`config.mk`:
```
export PLATFORM = sky130hd
export DESIGN_NAME = inst_cache_dm
export DESIGN_NICKNAME = d
export VERILOG_FILES = /design/src/rtl/inst_cache_dm_pkg.sv /design/src/rtl/icache_line_array.sv /design/src/rtl/inst_cache_dm.sv
export SDC_FILE = /design/constraint.sdc
export NUM_CORES = 1
export LEC_CHECK = 0
export ABC_AREA = 0
export CAP_MARGIN = 20
export CORE_UTILIZATION = 51
export CTS_CLUSTER_SIZE = 10
export DETAILED_ROUTE_END_ITERATION = 8
export DONT_BUFFER_PORTS = 1
export MAX_ROUTING_LAYER = met4
export PLACE_DENSITY = 0.74
export SLEW_MARGIN = 20
export SYNTH_ARGS = -nofsm -noshare
export SYNTH_HDL_FRONTEND = slang
export SYNTH_HIERARCHICAL = 1
export SYNTH_SLANG_ARGS = --single-unit
export TNS_END_PERCENT = 50
```
`constraint.sdc`:
```
create_clock -name clk -period 5.44 [get_ports clk]
set_input_delay 0.544 -clock clk [delete_from_list [all_inputs] [get_ports clk]]
set_output_delay 0.544 -clock clk [all_outputs]
set_load 0.005 [all_outputs]
```
`src/rtl/inst_cache_dm_pkg.sv`:
```
// Shared definitions for the direct-mapped caches: FSM encoding, default geometry
// and the tag-width derivation used by both the instruction and data caches.
package inst_cache_dm_pkg;

   typedef enum logic {
      IC_IDLE = 1'b0,
      IC_MISS = 1'b1
   } ic_state_e;

   localparam int IC_INDEX_BITS = 4;
   localparam int IC_ADDR_BITS  = 32;

   // Tag is whatever remains of a 32-bit byte address above the index and word offset.
   function automatic int ic_tag_bits(input int index_bits);
      return IC_ADDR_BITS - index_bits - 2;
   endfunction

endpackage

```
`src/rtl/icache_line_array.sv`:
```
// Valid/tag/data storage for a one-word-per-line direct-mapped cache.
// One combinational read port (lookup) and one synchronous write port (fill).
module icache_line_array
   import inst_cache_dm_pkg::*;
#(
   parameter int INDEX_BITS = IC_INDEX_BITS,
   parameter int TAG_BITS   = ic_tag_bits(IC_INDEX_BITS)
) (
   input  logic                  clk,
   input  logic                  rst,
   input  logic [INDEX_BITS-1:0] rd_index,
   output logic                  rd_valid,
   output logic [TAG_BITS-1:0]   rd_tag,
   output logic [31:0]           rd_data,
   input  logic                  wr_en,
   input  logic [INDEX_BITS-1:0] wr_index,
   input  logic [TAG_BITS-1:0]   wr_tag,
   input  logic [31:0]           wr_data
);

   localparam int LINES = 1 << INDEX_BITS;

   logic [LINES-1:0]    valid_q;
   logic [TAG_BITS-1:0] tag_mem  [LINES];
   logic [31:0]         data_mem [LINES];

   // Only the valid bits are reset; stale tag/data are harmless once invalid.
   always_ff @(posedge clk or negedge rst) begin
      if (!rst) begin
         valid_q <= '0;
      end else if (wr_en) begin
         valid_q[wr_index] <= 1'b1;
      end
   end

   always_ff @(posedge clk) begin
      if (wr_en) begin
         tag_mem[wr_index]  <= wr_tag;
         data_mem[wr_index] <= wr_data;
      end
   end

   always_comb begin
      rd_valid = valid_q[rd_index];
      rd_tag   = tag_mem[rd_index];
      rd_data  = data_mem[rd_index];
   end

endmodule

```
`src/rtl/inst_cache_dm.sv`:
```
// Direct-mapped instruction cache between InstFetch and MemCtrl: 1-cycle hits,
// single-word fill on a miss. rdy low freezes every register in the block.
module inst_cache_dm
   import inst_cache_dm_pkg::*;
#(
   parameter int INDEX_BITS = IC_INDEX_BITS
) (
   input  logic        clk,
   input  logic        rst,
   input  logic        rdy,
   input  logic        if_valid,
   input  logic [31:0] pc_from_if,
   output logic        inst_enable,
   output logic [31:0] inst_to_if,
   output logic        addr_enable,
   output logic [31:0] addr_to_mem,
   input  logic        mem_valid,
   input  logic [31:0] inst_from_mem,
   output ic_state_e   state_dbg
);

   localparam int TAG_BITS = ic_tag_bits(INDEX_BITS);

   // Handshakes: IF holds if_valid/pc until it sees a one-cycle inst_enable.
   // The cache holds addr_enable/addr_to_mem until a one-cycle mem_valid.
   ic_state_e             state_q;
   logic [31:2]           miss_pc_q;

   logic [INDEX_BITS-1:0] lookup_index;
   logic [TAG_BITS-1:0]   lookup_tag;
   logic                  rd_valid;
   logic [TAG_BITS-1:0]   rd_tag;
   logic [31:0]           rd_data;
   logic                  hit;
   logic                  fill_en;
   logic                  unused_pc_bits;

   assign lookup_index   = pc_from_if[INDEX_BITS+1:2];
   assign lookup_tag     = pc_from_if[31:INDEX_BITS+2];
   assign hit            = rd_valid && (rd_tag == lookup_tag);
   assign unused_pc_bits = ^pc_from_if[1:0];

   // Fill only from MISS, so a stray mem_valid while IDLE never touches the array.
   assign fill_en = rdy && (state_q == IC_MISS) && mem_valid;

   icache_line_array #(
      .INDEX_BITS (INDEX_BITS),
      .TAG_BITS   (TAG_BITS)
   ) u_lines (
      .clk      (clk),
      .rst      (rst),
      .rd_index (lookup_index),
      .rd_valid (rd_valid),
      .rd_tag   (rd_tag),
      .rd_data  (rd_data),
      .wr_en    (fill_en),
      .wr_index (miss_pc_q[INDEX_BITS+1:2]),
      .wr_tag   (miss_pc_q[31:INDEX_BITS+2]),
      .wr_data  (inst_from_mem)
   );

   always_ff @(posedge clk or negedge rst) begin
      if (!rst) begin
         state_q     <= IC_IDLE;
         miss_pc_q   <= '0;
         inst_enable <= 1'b0;
         inst_to_if  <= '0;
         addr_enable <= 1'b0;
         addr_to_mem <= '0;
      end else if (rdy) begin
         case (state_q)
            IC_IDLE: begin
               if (if_valid && hit) begin
                  inst_enable <= 1'b1;
                  inst_to_if  <= rd_data;
               end else if (if_valid) begin
                  inst_enable <= 1'b0;
                  addr_enable <= 1'b1;
                  addr_to_mem <= {pc_from_if[31:2], 2'b00};
                  miss_pc_q   <= pc_from_if[31:2];
                  state_q     <= IC_MISS;
               end else begin
                  inst_enable <= 1'b0;
               end
            end
            IC_MISS: begin
               // IF may have jumped; the outstanding fetch still completes.
               if (mem_valid) begin
                  inst_enable <= 1'b1;
                  inst_to_if  <= inst_from_mem;
                  addr_enable <= 1'b0;
                  state_q     <= IC_IDLE;
               end else begin
                  inst_enable <= 1'b0;
               end
            end
            default: begin
               state_q     <= IC_IDLE;
               inst_enable <= 1'b0;
               addr_enable <= 1'b0;
            end
         endcase
      end
   end

   assign state_dbg = state_q;

endmodule

```
# Word-level counts from Yosys, hierarchy flattened
# Memory sizes are Yosys's and may differ from the RTL's.
# Cells that the tools add are included.
# totals
register_bits	81
memories	2
out_inout_bits	67
ramBits	928
input_bits	69
# memory_table
name	depth	width	read_ports	rd_clocked_by_memory_dff	write_ports	line_no	source
u_lines.data_mem	16	32	1	0	1	icache_line_array.sv:25	logic [31:0] data_mem [LINES];
u_lines.tag_mem	16	26	1	0	1	icache_line_array.sv:24	logic [TAG_BITS-1:0] tag_mem [LINES];
# classes
n_reduce_logical	8
n_eq_ne	5
muxes	20
bitwise_logic	3
magnitude_cmp	3
# ops
operator	count
32-bit 2-to-1 mux	2
32-bit one-hot mux with 2 select lines	1
26-bit equality test	1
16-bit bitwise OR	1
1-bit 2-to-1 mux	12
4-bit by 5-bit < comparator with 1-bit output (second input constant)	2
2-bit inequality test (second input constant)	4
4-bit AND reduction	2
1-bit one-hot mux with 2 select lines	3
1-bit logical AND	5
1-bit binary-select mux with 4-bit select	1
1-bit demux with 4-bit select	1
4-bit by 1-bit >= comparator with 1-bit output (second input constant)	1
3-bit AND reduction	1
1-bit inverter	2

# Longest topological paths before layout
# Gate-level depths: netlist of the first run.
# depth
ltp_word	6
depth_mapped	14

# Cells and area by module
# The synthesis of the first run kept the hierarchy.
# modules_own_cells
mod	n_inst	area_each_um2	seq_area_each_um2	cells_each
icache_line_array	1	35293.8	28267.1	1479
inst_cache_dm	1	3261.9	1626.6	222

# Least setup slack after synthesis of the first run
# Ideal clock, no wire load.
# synth_timing
kind	reg2reg
start	register state_q, in the netlist state_dbg
end	register u_lines.valid_q[0]
synth_period_minus_slack_ns	5.938
t_required_ns	5.351
setup_ns	0.089
t_arrival_ns	5.849
slack_ns	-0.498
stages_incl_launch_ff	7
path_cell_list	dfrtp_1 -> clkbuf_1 -> nand3_1 -> inv_1 -> or3b_2 -> nor3_1 -> or2_2
# synth_between
elab_chain_cells	2
# synth_lines
element	line_no	source
from (decl)	inst_cache_dm.sv:26	ic_state_e state_q;
from (signal assigned)	inst_cache_dm.sv:64	state_q <= IC_IDLE;
from (signal assigned)	inst_cache_dm.sv:81	state_q <= IC_MISS;
from (signal assigned)	inst_cache_dm.sv:92	state_q <= IC_IDLE;
1-bit logical AND (2 in a row)	inst_cache_dm.sv:44	assign fill_en = rdy && (state_q == IC_MISS) && mem_valid;
via fill_en	inst_cache_dm.sv:35	logic fill_en;
to (signal assigned)	icache_line_array.sv:30	valid_q <= '0;
to (signal, indexed assignment)	icache_line_array.sv:32	valid_q[wr_index] <= 1'b1;
to (decl)	icache_line_array.sv:23	logic [LINES-1:0] valid_q;
# The timed path passes the listed nets, and every way through them passes these cells.
# A chain may end at the register's enable or synchronous reset.

# Final worst setup path of the first run
# layout_timing
start	input port pc_from_if[2]
end	register inst_to_if[27]
# layout_between
elab_chain_cells	6
# layout_lines
element	line_no	source
from (decl)	inst_cache_dm.sv:12	input logic [31:0] pc_from_if,
memory 16 x 26 bit	--	
via rd_tag[22]	inst_cache_dm.sv:32	logic [TAG_BITS-1:0] rd_tag;
26-bit equality test	inst_cache_dm.sv:40	assign hit = rd_valid && (rd_tag == lookup_tag);
1-bit logical AND	inst_cache_dm.sv:40	
1-bit logical AND	inst_cache_dm.sv:73	if (if_valid && hit) begin
2-bit inequality test (no line)	--	
3-bit AND reduction (no line)	--	
to (signal assigned)	inst_cache_dm.sv:75	inst_to_if <= rd_data;
to (signal assigned)	inst_cache_dm.sv:90	inst_to_if <= inst_from_mem;
to (decl)	inst_cache_dm.sv:14	output logic [31:0] inst_to_if,
# The timed path passes the listed nets, and every way through them passes these cells. The select of a mux whose other input is x is not followed.

==> results.json, run 1 <==
{
  "status": "complete, no violations",
  "crit_path_max_fanout": 237,
  "syn_avg_cell_area_um2": 22.7,
  "maxCapViolCount": 0,
  "cp-end-kind": "register",
  "r2r_cells": 10,
  "cts_setup_buffers": 0,
  "cts.sinks": 1009,
  "cts.hold.buffers_added": 51,
  "grt_max_degree": 238,
  "criticalPathCategory": "input pin to register",
  "synth_area_um2": 38600,
  "final_common_cell": "edfxtp_1",
  "slew_headroom_pct": 30.3,
  "grt_pass1_wl_mm": 127,
  "yosysSeqAreaShare_pct": 77.5,
  "overflow": 0,
  "seq_area_um2": 29900,
  "hp-start": "pc_from_if[19]",
  "fin_tns_setup_ns": 0,
  "placeableCoreArea_um2": 74600,
  "syn2layout_area_growth_pct": 13.5,
  "drt_pass1_iterations": 5,
  "yosys_register_bits": 1009,
  "period_minus_slack_ns": 4.14,
  "clock_latency_ns": 0.69,
  "cts_tree": "yes",
  "worstPathRequired_ns": 5.97,
  "drc_errors": 0,
  "final_antenna_net_count": 0,
  "power_leakage_uw": 0.0141,
  "multiInputGateArea_um2": 8340,
  "post_cts_resized": 0,
  "post-route-period-util_pct": 76.0,
  "synth_edf_count": 928,
  "ir_drop_uv": 275,
  "holdPathStages": 1,
  "fill_cells": 5140,
  "start_util_pct": 51.7,
  "synthCells": 1701,
  "synthArstFlopShare_pct": 8.03,
  "synthFlopType": "edfxtp_1",
  "min_to": "miss_pc_q[19]$_DFFE_PN0P_",
  "grtUsageTotal_pct": 23.4,
  "wirelength_mm": 85.8,
  "tightest_slew_ns": 1.05,
  "grt_pass1_vias": 19100,
  "whs_ns": 0.0306,
  "finalSetupViolCount": 0,
  "routedWlPerCell_um": 29.6,
  "finalMaxSlewViolations": 0,
  "placed_cells": 2629,
  "place_hpwl_mm": 41.9,
  "clkTransAtPathRegs_ns": 0.05,
  "nNetsFinal": 1893,
  "htree_num_levels": 3,
  "drt-initial-drc-count": 2037,
  "numCtsBuffers": 111,
  "cp.arrival_ns": 4.66,
  "powerDensity_nw_per_um2": 398,
  "gp_congestion": 0.724,
  "yosysUniqueCellTypes": 30,
  "r2r_slack_ns": 1.49,
  "cts_root_buf": "clkbuf_16",
  "max_freq_ghz": 0.242,
  "drive_above_1_share_pct": 28.0,
  "rsz0062_at_grt": "false",
  "r2r-end": "inst_to_if[27]$_DFFE_PN0P_",
  "row_count": 100,
  "ios": 136,
  "vias": 18100,
  "via_per_inst": 6.26,
  "worst_r2r_startpoint": "u_lines/tag_mem[0][22]$_DFFE_PP_",
  "dieArea_um2": 76700,
  "cts_buffer_depth": 3,
  "hold_viol": 0,
  "finalClockSkew_ns": 0.0583,
  "antenna_found_initial": 4,
  "hp-class": "input pin to register",
  "die_w_um": 277,
  "final_cell_mix": "edfxtp_1, mux4_2, a22oi_1, clkbuf_16, clkbuf_1",
  "die_y_um": 277,
  "ys_warn_count": 6,
  "stdcell_count": 2897,
  "io_buffer_count": 0,
  "crit_path_start_kind": "input pin"
}
-- layer usage --
metal	vias up	wire, µm	part of all wire, %	global-route usage, %
met5	-	0	0	-
met4	0	1480	1.7	6.08
met3	112	8300	9.7	5.78
met2	843	42400	49	36.7
met1	9762	33600	39	31.0
li1	7413	-	-	-
-- metrics by stage --
stage,util [%],instance area (µm²),worst slack (ns),total power (µW)
finish,58.7,43800,1.30,17400
global route,58.7,43800,1.34,17900
global placement,53.5,39900,1.18,10600
detailed placement,53.6,39900,1.15,10700
floorplan,-,38600,1.10,10300
CTS,58.7,43800,1.44,17500
-- flip-flops by register name, summed over array words and instances (netlist names) --
name,flops
u_lines/tag_mem,416
miss_pc_q,30
state_dbg,1
inst_to_if,32
u_lines/data_mem,512
u_lines/valid_q,16
inst_enable,1
addr_enable,1
-- cell usage after synthesis, drive strengths merged, types with 2 or more instances --
| cell type | number | area, µm² |
|---|---|---|
| dfrtp | 81 | 2030 |
| clkbuf | 48 | 180 |
| mux2 | 94 | 1170 |
| buf | 44 | 297 |
| nand2b | 4 | 25.0 |
| xnor2 | 15 | 131 |
| nor2 | 13 | 48.8 |
| nand3b | 3 | 22.5 |
| nor4 | 3 | 18.8 |
| or2 | 16 | 100 |
| nand3 | 4 | 20.0 |
| inv | 3 | 11.3 |
| nand2 | 65 | 244 |
| nand4 | 3 | 18.8 |
| nor2b | 2 | 12.5 |
| nor3 | 5 | 25.0 |
| xor2 | 10 | 87.6 |
| a22oi | 118 | 886 |
| edfxtp | 928 | 27900 |
| mux4 | 236 | 5320 |
-- kinds of logic after synthesis --
group | Yosys count | share of synthesized area (%)
XOR/XNOR | 25 | 0.568
multiplexers | 330 | 16.8
AND/OR/NAND/NOR | 120 | 1.43
other | 1 | 0.00973
AO/OA/AOI/OAI | 121 | 2.38
flip-flops | 1009 | 77.5
buffers and inverters | 95 | 1.27
-- worst max-delay path, cell delays in order --
cell and delay, ns:
mux4_2 0.75, a22oi_1 0.27, nand2_1 0.11, xnor2_1 0.30, nand3_1 0.12, nor3_1 0.42
nand4_1 0.44, o21ai_4 0.71, buf_4 0.27, mux2_4 0.30
-- final cells by class --
type / instances / area share [%]
repair buffers: 101 / 2.31
diodes: 5 / 0.0286
clock buffers: 204 / 7.21
multi-input cells: 598 / 19.1
well taps: 969 / 2.77
flip-flops and latches: 1009 / 68.3
inverters: 3 / 0.0257
clock inverters: 8 / 0.306
-- power breakdown --
part	total [µW]	switching [µW]	internal, µW	leakage [µW]
Clock	6790	2900	3890	0.00155
Sequential	9560	482	9080	0.00933
Combinational	1060	477	580	0.00324
-- how the worst max path moves through the flow --
stage / slack [ns] / cells after the start / from / endpoint
floorplan: 1.10 / 5 / state_dbg$_DFFE_PN0P_ / u_lines/data_mem[1][0]$_DFFE_PP_
global placement: 1.18 / 10 / pc_from_if[4] / inst_to_if[4]$_DFFE_PN0P_
detailed placement: 1.15 / 10 / pc_from_if[2] / inst_to_if[2]$_DFFE_PN0P_
CTS: 1.44 / 10 / u_lines/tag_mem[0][22]$_DFFE_PP_ / inst_to_if[27]$_DFFE_PN0P_
global route: 1.34 / 10 / u_lines/tag_mem[3][17]$_DFFE_PP_ / inst_to_if[29]$_DFFE_PN0P_
finish: 1.30 / 10 / pc_from_if[2] / inst_to_if[27]$_DFFE_PN0P_
(Power assumes the default switching activity.)
==> run 2: changes to the inputs <==
==> constraint.sdc (replaced) <==
create_clock -name clk -period 3.6 [get_ports clk]
set_input_delay 0.36 -clock clk [delete_from_list [all_inputs] [get_ports clk]]
set_output_delay 0.36 -clock clk [all_outputs]
set_load 0.005 [all_outputs]
==> run 2 against run 1 <==
Effect of this change: flip-flop and latch count is the same; cell area grew 0.41%; first-iteration DRC count shrank 5.4%; count of clock-buffer cells in the layout shrank 1; sequential share of layout area shrank 0.28 points; critical path type unchanged.
==> results.json, run 2 (same netlist as run 1, synthesis figures left out) <==
{
  "power_leakage_uw": 0.0142,
  "grt_max_degree": 238,
  "multiInputGateArea_um2": 8340,
  "cp-end-kind": "register",
  "clkTransAtPathRegs_ns": 0.05,
  "final_antenna_net_count": 0,
  "cp.arrival_ns": 3.93,
  "placed_cells": 2626,
  "cp_top_family": "multiplexers",
  "placeableCoreArea_um2": 74600,
  "htree_num_levels": 3,
  "row_count": 100,
  "cts_root_buf": "clkbuf_16",
  "cts_setup_buffers": 0,
  "drt-initial-drc-count": 1927,
  "crit_path_cell_trace": "mux4_2 -> a22oi_1 -> nand2_1 -> xnor2_1 -> nand4_1 -> nor3_2 -> buf_4 -> nand4_1 -> buf_4 -> o21ai_4 -> buf_12 -> mux2_2",
  "reg_top3": "u_lines/data_mem x512, u_lines/tag_mem x416, inst_to_if x32",
  "stdcell_count": 2904,
  "cts_tree": "yes",
  "ios": 136,
  "cts.sinks": 1009,
  "tightest_slew_ns": 0.977,
  "start_util_pct": 51.7,
  "grt_pass1_vias": 18700,
  "grt_pass1_wl_mm": 126,
  "final_cell_mix": "edfxtp_1, mux4_2, a22oi_1, clkbuf_16, clkbuf_1",
  "drive_above_1_share_pct": 27.6,
  "ir_drop_uv": 423,
  "nNetsFinal": 1905,
  "die_w_um": 277,
  "dieArea_um2": 76700,
  "cts_buffer_depth": 3,
  "slew_headroom_pct": 34.9,
  "drt_pass1_iterations": 5,
  "period_minus_slack_ns": 3.40,
  "maxCapViolCount": 0,
  "fin_ws_ns": 0.198,
  "rsz0062_at_grt": "false",
  "post-place-ws_ns": -0.0829,
  "cp_slowest_stage_delay_ns": 0.76,
  "criticalPathCategory": "input pin to register",
  "total_power_uw": 26200,
  "crit_path_start_kind": "input pin",
  "hold_viol": 0,
  "crit_path_max_fanout": 237,
  "finalSetupViolCount": 0,
  "fin_tns_setup_ns": 0,
  "place_hpwl_mm": 40.8,
  "seq_area_um2": 29900,
  "crit_cells": 12,
  "drc_errors": 0,
  "overflow": 0,
  "io_buffer_count": 0,
  "via_per_inst": 6.30,
  "max_freq_ghz": 0.294,
  "grtUsageTotal_pct": 23.4,
  "worstPathRequired_ns": 4.13,
  "wirelength_mm": 85.9,
  "routedWlPerCell_um": 29.6,
  "final_common_cell": "edfxtp_1",
  "holdPathStages": 2,
  "finalClockSkew_ns": 0.0305,
  "largest_register_ff_count": 512,
  "post-route-period-util_pct": 94.5,
  "vias": 18300,
  "antenna_found_initial": 4,
  "syn2layout_area_growth_pct": 14.0,
  "max_flop_register": "u_lines/data_mem",
  "status": "complete, no violations",
  "clock_latency_ns": 0.67,
  "numCtsBuffers": 111,
  "fill_cells": 5067,
  "die_y_um": 277,
  "cp_num_buf_inv": 3,
  "slowest_stage": "mux4_2",
  "hp-class": "input pin to register",
  "finalMaxSlewViolations": 0,
  "powerDensity_nw_per_um2": 595,
  "gp_congestion": 0.721,
  "r2r_cells": 12
}
==> run 2: changes by cell type in the layout (fill, tap and decap cells not counted), sizes merged <==
cell	change
buf	-3
clkbuf	-1
clkinv	-4
dlygate4sd3	+15
==> run 2: worst paths after layout <==
path / start / to / slack, ns
worst min register to register: u_lines/valid_q[4]$_DFFE_PN0P_ / u_lines/valid_q[4]$_DFFE_PN0P_ / 0.47
worst min-delay path: inst_from_mem[21] / inst_to_if[21]$_DFFE_PN0P_ / 0.03
worst max-delay path: pc_from_if[2] / inst_to_if[31]$_DFFE_PN0P_ / 0.20
min in group asynchronous: rst / inst_to_if[28]$_DFFE_PN0P_ / 0.38
worst max register to register: u_lines/tag_mem[8][19]$_DFFE_PP_ / inst_to_if[31]$_DFFE_PN0P_ / 0.24
max in group asynchronous: rst / inst_to_if[12]$_DFFE_PN0P_ / 2.81
==> run 2: stage by stage <==
| step | instance area (µm²) | utilization [%] | hold WS [ns] |
|---|---|---|---|
| after floorplan | 38600 | - | 0.0644 |
| after global placement | 40100 | 53.7 | 0.0696 |
| after detailed placement | 40100 | 53.7 | 0.0688 |
| after CTS | 43900 | 58.9 | 0.00123 |
| after global routing | 44000 | 58.9 | 0.0322 |
| final | 44000 | 58.9 | 0.0336 |
==> run 2: layout make-up <==
class / count / area share [%]
Antenna cell: 5 / 0.0285
Clock buffer: 203 / 7.15
Clock inverter: 4 / 0.120
Inverter: 3 / 0.0256
Multi-Input combinational cell: 598 / 19.0
Sequential cell: 1009 / 68.0
Tap cell: 969 / 2.76
Timing Repair Buffer: 113 / 2.91
==> run 2: power by group <==
group          switching (µW)  internal [µW]  leakage (µW)  total, µW
Sequential                740          13700       0.00933      14500
Clock                    4270           5820       0.00151      10100
Combinational             727            894       0.00332       1620
Total                    5740          20400        0.0142      26200
==> run 2: per-layer routing <==
metal | global-route usage (%) | routed length [µm] | vias up
li1 | - | - | 7439
met2 | 35.8 | 41700 | 886
met1 | 31.8 | 34200 | 9846
met3 | 5.37 | 8200 | 135
met5 | - | 0 | -
met4 | 6.40 | 1790 | 0
==> run 2: repair_timing <==
action	in CTS	in global routing
setup endpoints to repair	0	28
endpoints found under the hold margin	654	0
hold buffers	66	0
resized for setup	0	1
==> run 3: changes to the inputs <==
--- a/config.mk
+++ b/config.mk
@@ -7,12 +7,14 @@
 export LEC_CHECK = 0
 export ABC_AREA = 0
 export CAP_MARGIN = 20
-export CORE_UTILIZATION = 51
+export CELL_PAD_IN_SITES_DETAIL_PLACEMENT = 1
+export CELL_PAD_IN_SITES_GLOBAL_PLACEMENT = 2
+export CORE_UTILIZATION = 46
 export CTS_CLUSTER_SIZE = 10
 export DETAILED_ROUTE_END_ITERATION = 8
 export DONT_BUFFER_PORTS = 1
 export MAX_ROUTING_LAYER = met4
-export PLACE_DENSITY = 0.74
+export PLACE_DENSITY = 0.8
 export SLEW_MARGIN = 20
 export SYNTH_ARGS = -nofsm -noshare
 export SYNTH_HDL_FRONTEND = slang
==> run 3 against run 2 <==
Effect of this change: non-clock buffer count is 18 higher; die area increased by 11%; total power increased by 1.0%; critical endpoint is now inst_to_if[10]$_DFFE_PN0P_; largest cell class unchanged.
==> results.json, run 3 (same netlist as run 1, synthesis figures left out) <==
{
  "crit_path_max_fanout": 14,
  "numCtsBuffers": 112,
  "finalSetupViolCount": 0,
  "crit_start": "u_lines/tag_mem[11][4]$_DFFE_PP_",
  "ios": 136,
  "cts_tree": "yes",
  "drive_above_1_share_pct": 28.5,
  "wirelength_mm": 92.8,
  "final_antenna_net_count": 0,
  "post-route-period-util_pct": 92.5,
  "via_per_inst": 6.06,
  "worst_r2r_startpoint": "u_lines/tag_mem[11][4]$_DFFE_PP_",
  "slew_headroom_pct": 44.5,
  "global_route.usage.met1_pct": 30.1,
  "ir_drop_uv": 417,
  "final_cell_mix": "edfxtp_1, mux4_2, a22oi_1, clkbuf_16, clkbuf_1",
  "power_leakage_uw": 0.0143,
  "cts_buffer_depth": 3,
  "p_sw_share_pct": 22.4,
  "reg_top3": "u_lines/data_mem x512, u_lines/tag_mem x416, inst_to_if x32",
  "max_freq_ghz": 0.300,
  "holdPathStages": 2,
  "dieArea_um2": 85000,
  "gp_congestion": 0.718,
  "placeableCoreArea_um2": 82500,
  "io_buffer_count": 0,
  "hp-class": "input pin to register",
  "tightest_slew_ns": 0.829,
  "vias": 18400,
  "grt_max_degree": 238,
  "min_to": "inst_to_if[10]$_DFFE_PN0P_",
  "rsz0062_at_grt": "false",
  "row_count": 105,
  "clock_latency_ns": 0.67,
  "final_area_um2": 44400,
  "r2r-end": "inst_to_if[10]$_DFFE_PN0P_",
  "place_hpwl_mm": 47.3,
  "antenna_found_initial": 10,
  "crit_path_start_kind": "register",
  "max_flop_register": "u_lines/data_mem",
  "grtUsageMet2_pct": 36.1,
  "finalClockSkew_ns": 0.0272,
  "pwr-share-seq_pct": 54.8,
  "grt_pass1_vias": 19800,
  "cts.sinks": 1009,
  "powerDensity_nw_per_um2": 596,
  "start_util_pct": 46.7,
  "p_int_uw": 20500,
  "grt.busiest_layer": "met2",
  "die_w_um": 292,
  "cp_slowest_stage_delay_ns": 0.47,
  "r2r_cells": 13,
  "routedWlPerCell_um": 30.6,
  "finalMaxSlewViolations": 0,
  "status": "complete, no violations",
  "pwr-share-clk_pct": 38.8,
  "drc_errors": 0,
  "grtUsageTotal_pct": 22.8,
  "globalRouteMet3Util_pct": 5.17,
  "cp.arrival_ns": 3.86,
  "r2r_slack_ns": 0.27,
  "drt_pass1_iterations": 5,
  "cp_num_buf_inv": 4,
  "final_common_cell": "edfxtp_1",
  "total_power_uw": 26400,
  "syn2layout_area_growth_pct": 15.0,
  "hold_viol": 0,
  "netSwitchingPower_uw": 5920,
  "post_cts_resized": 0,
  "drt-initial-drc-count": 1846,
  "nNetsFinal": 1924,
  "cp_top_family": "multiplexers",
  "stdcell_count": 3033,
  "overflow": 0,
  "htree_num_levels": 3,
  "largest_register_ff_count": 512,
  "criticalPathCategory": "register to register",
  "die_y_um": 292,
  "clkTransAtPathRegs_ns": 0.06,
  "worstPathRequired_ns": 4.13,
  "dpl-instance-area_um2": 40400,
  "maxCapViolCount": 0,
  "cts_root_buf": "clkbuf_16",
  "pwr-share-comb_pct": 6.4,
  "whs_ns": 0.0460,
  "slowest_stage": "mux4_2",
  "crit_path_cell_trace": "mux4_2 -> a22oi_1 -> nand2_1 -> xnor2_1 -> nand4_1 -> nor3_1 -> buf_4 -> nand4_1 -> buf_4 -> o21ai_4 -> buf_12 -> buf_12 -> mux2_4",
  "period_minus_slack_ns": 3.33,
  "cp-end-kind": "register",
  "hp-start": "inst_from_mem[10]",
  "placed_cells": 2745,
  "fill_cells": 7021,
  "grt_pass1_wl_mm": 136
}
-- run 3: cell count changes in the layout (fill, tap and decap cells not counted), moves of 2 or more --
cell / before / now
diode_2: 5 / 13
buf_4: 27 / 41
clkbuf_1: 91 / 87
clkinv_2: 0 / 2
clkbuf_8: 0 / 2
buf_12: 20 / 24
-- run 3: worst max path at each step --
stage | slack [ns] | end | cells past startpoint
after floorplan | -0.74 | u_lines/data_mem[1][0]$_DFFE_PP_ | 5
after global placement | 0.19 | inst_to_if[26]$_DFFE_PN0P_ | 13
after detailed placement | 0.10 | inst_to_if[28]$_DFFE_PN0P_ | 13
after CTS | 0.23 | inst_to_if[10]$_DFFE_PN0P_ | 13
after global routing | 0.13 | inst_to_if[27]$_DFFE_PN0P_ | 13
final | 0.27 | inst_to_if[10]$_DFFE_PN0P_ | 13
-- run 3: metrics by stage --
step           setup WS [ns]  util, %  setup TNS, ns
4_1_cts                0.233     53.7              0
3_3_place_gp           0.188     48.9              0
6_report               0.270     53.8              0
3_5_place_dp           0.100     48.9              0
5_1_grt                0.131     53.8              0
2_1_floorplan         -0.738        -        -344.79
-- run 3: cell type report --
class                           count  area, µm²  area share [%]
Multi-Input combinational cell    598       8340            18.8
Timing Repair Buffer              131       1470            3.31
Tap cell                         1070       1340            3.02
Inverter                            3       11.3          0.0254
Sequential cell                  1009      29900            67.4
Clock inverter                      8        109           0.245
Antenna cell                       13       32.5          0.0734
Clock buffer                      201       3160            7.12
-- run 3: routing by layer --
layer	part of all wire, %	up-vias	routed length (µm)
met5	0	-	0
li1	-	7488	-
met4	1.9	0	1770
met1	40	9943	37400
met2	49	800	45900
met3	8.3	134	7740
-- run 3: power by group through the flow --
stage / clock (µW) / combinational [µW] / sequential, µW
after detailed placement: 0 / 1510 / 14700
after global placement: 0 / 1470 / 14700
after global routing: 10900 / 1780 / 14600
final: 10300 / 1680 / 14500
after floorplan: 0 / 1220 / 14400
after CTS: 10500 / 1700 / 14500
-- run 3: timing repair --
action | 4_1_cts | 5_1_grt
hold buffers | 66 | 0
buffers inserted | 0 | 0
hold endpoints to repair | 652 | 0
-- run 3: worst register-to-register path: cells and delay by family (launching register included) --
kind / cells / cell delay [ns]
multiplexers: 2 / 0.77
buffers and inverters: 4 / 0.75
AND/OR/NAND/NOR: 4 / 0.67
flip-flops: 1 / 0.37
AO/OA/AOI/OAI: 2 / 0.36
XOR/XNOR: 1 / 0.27
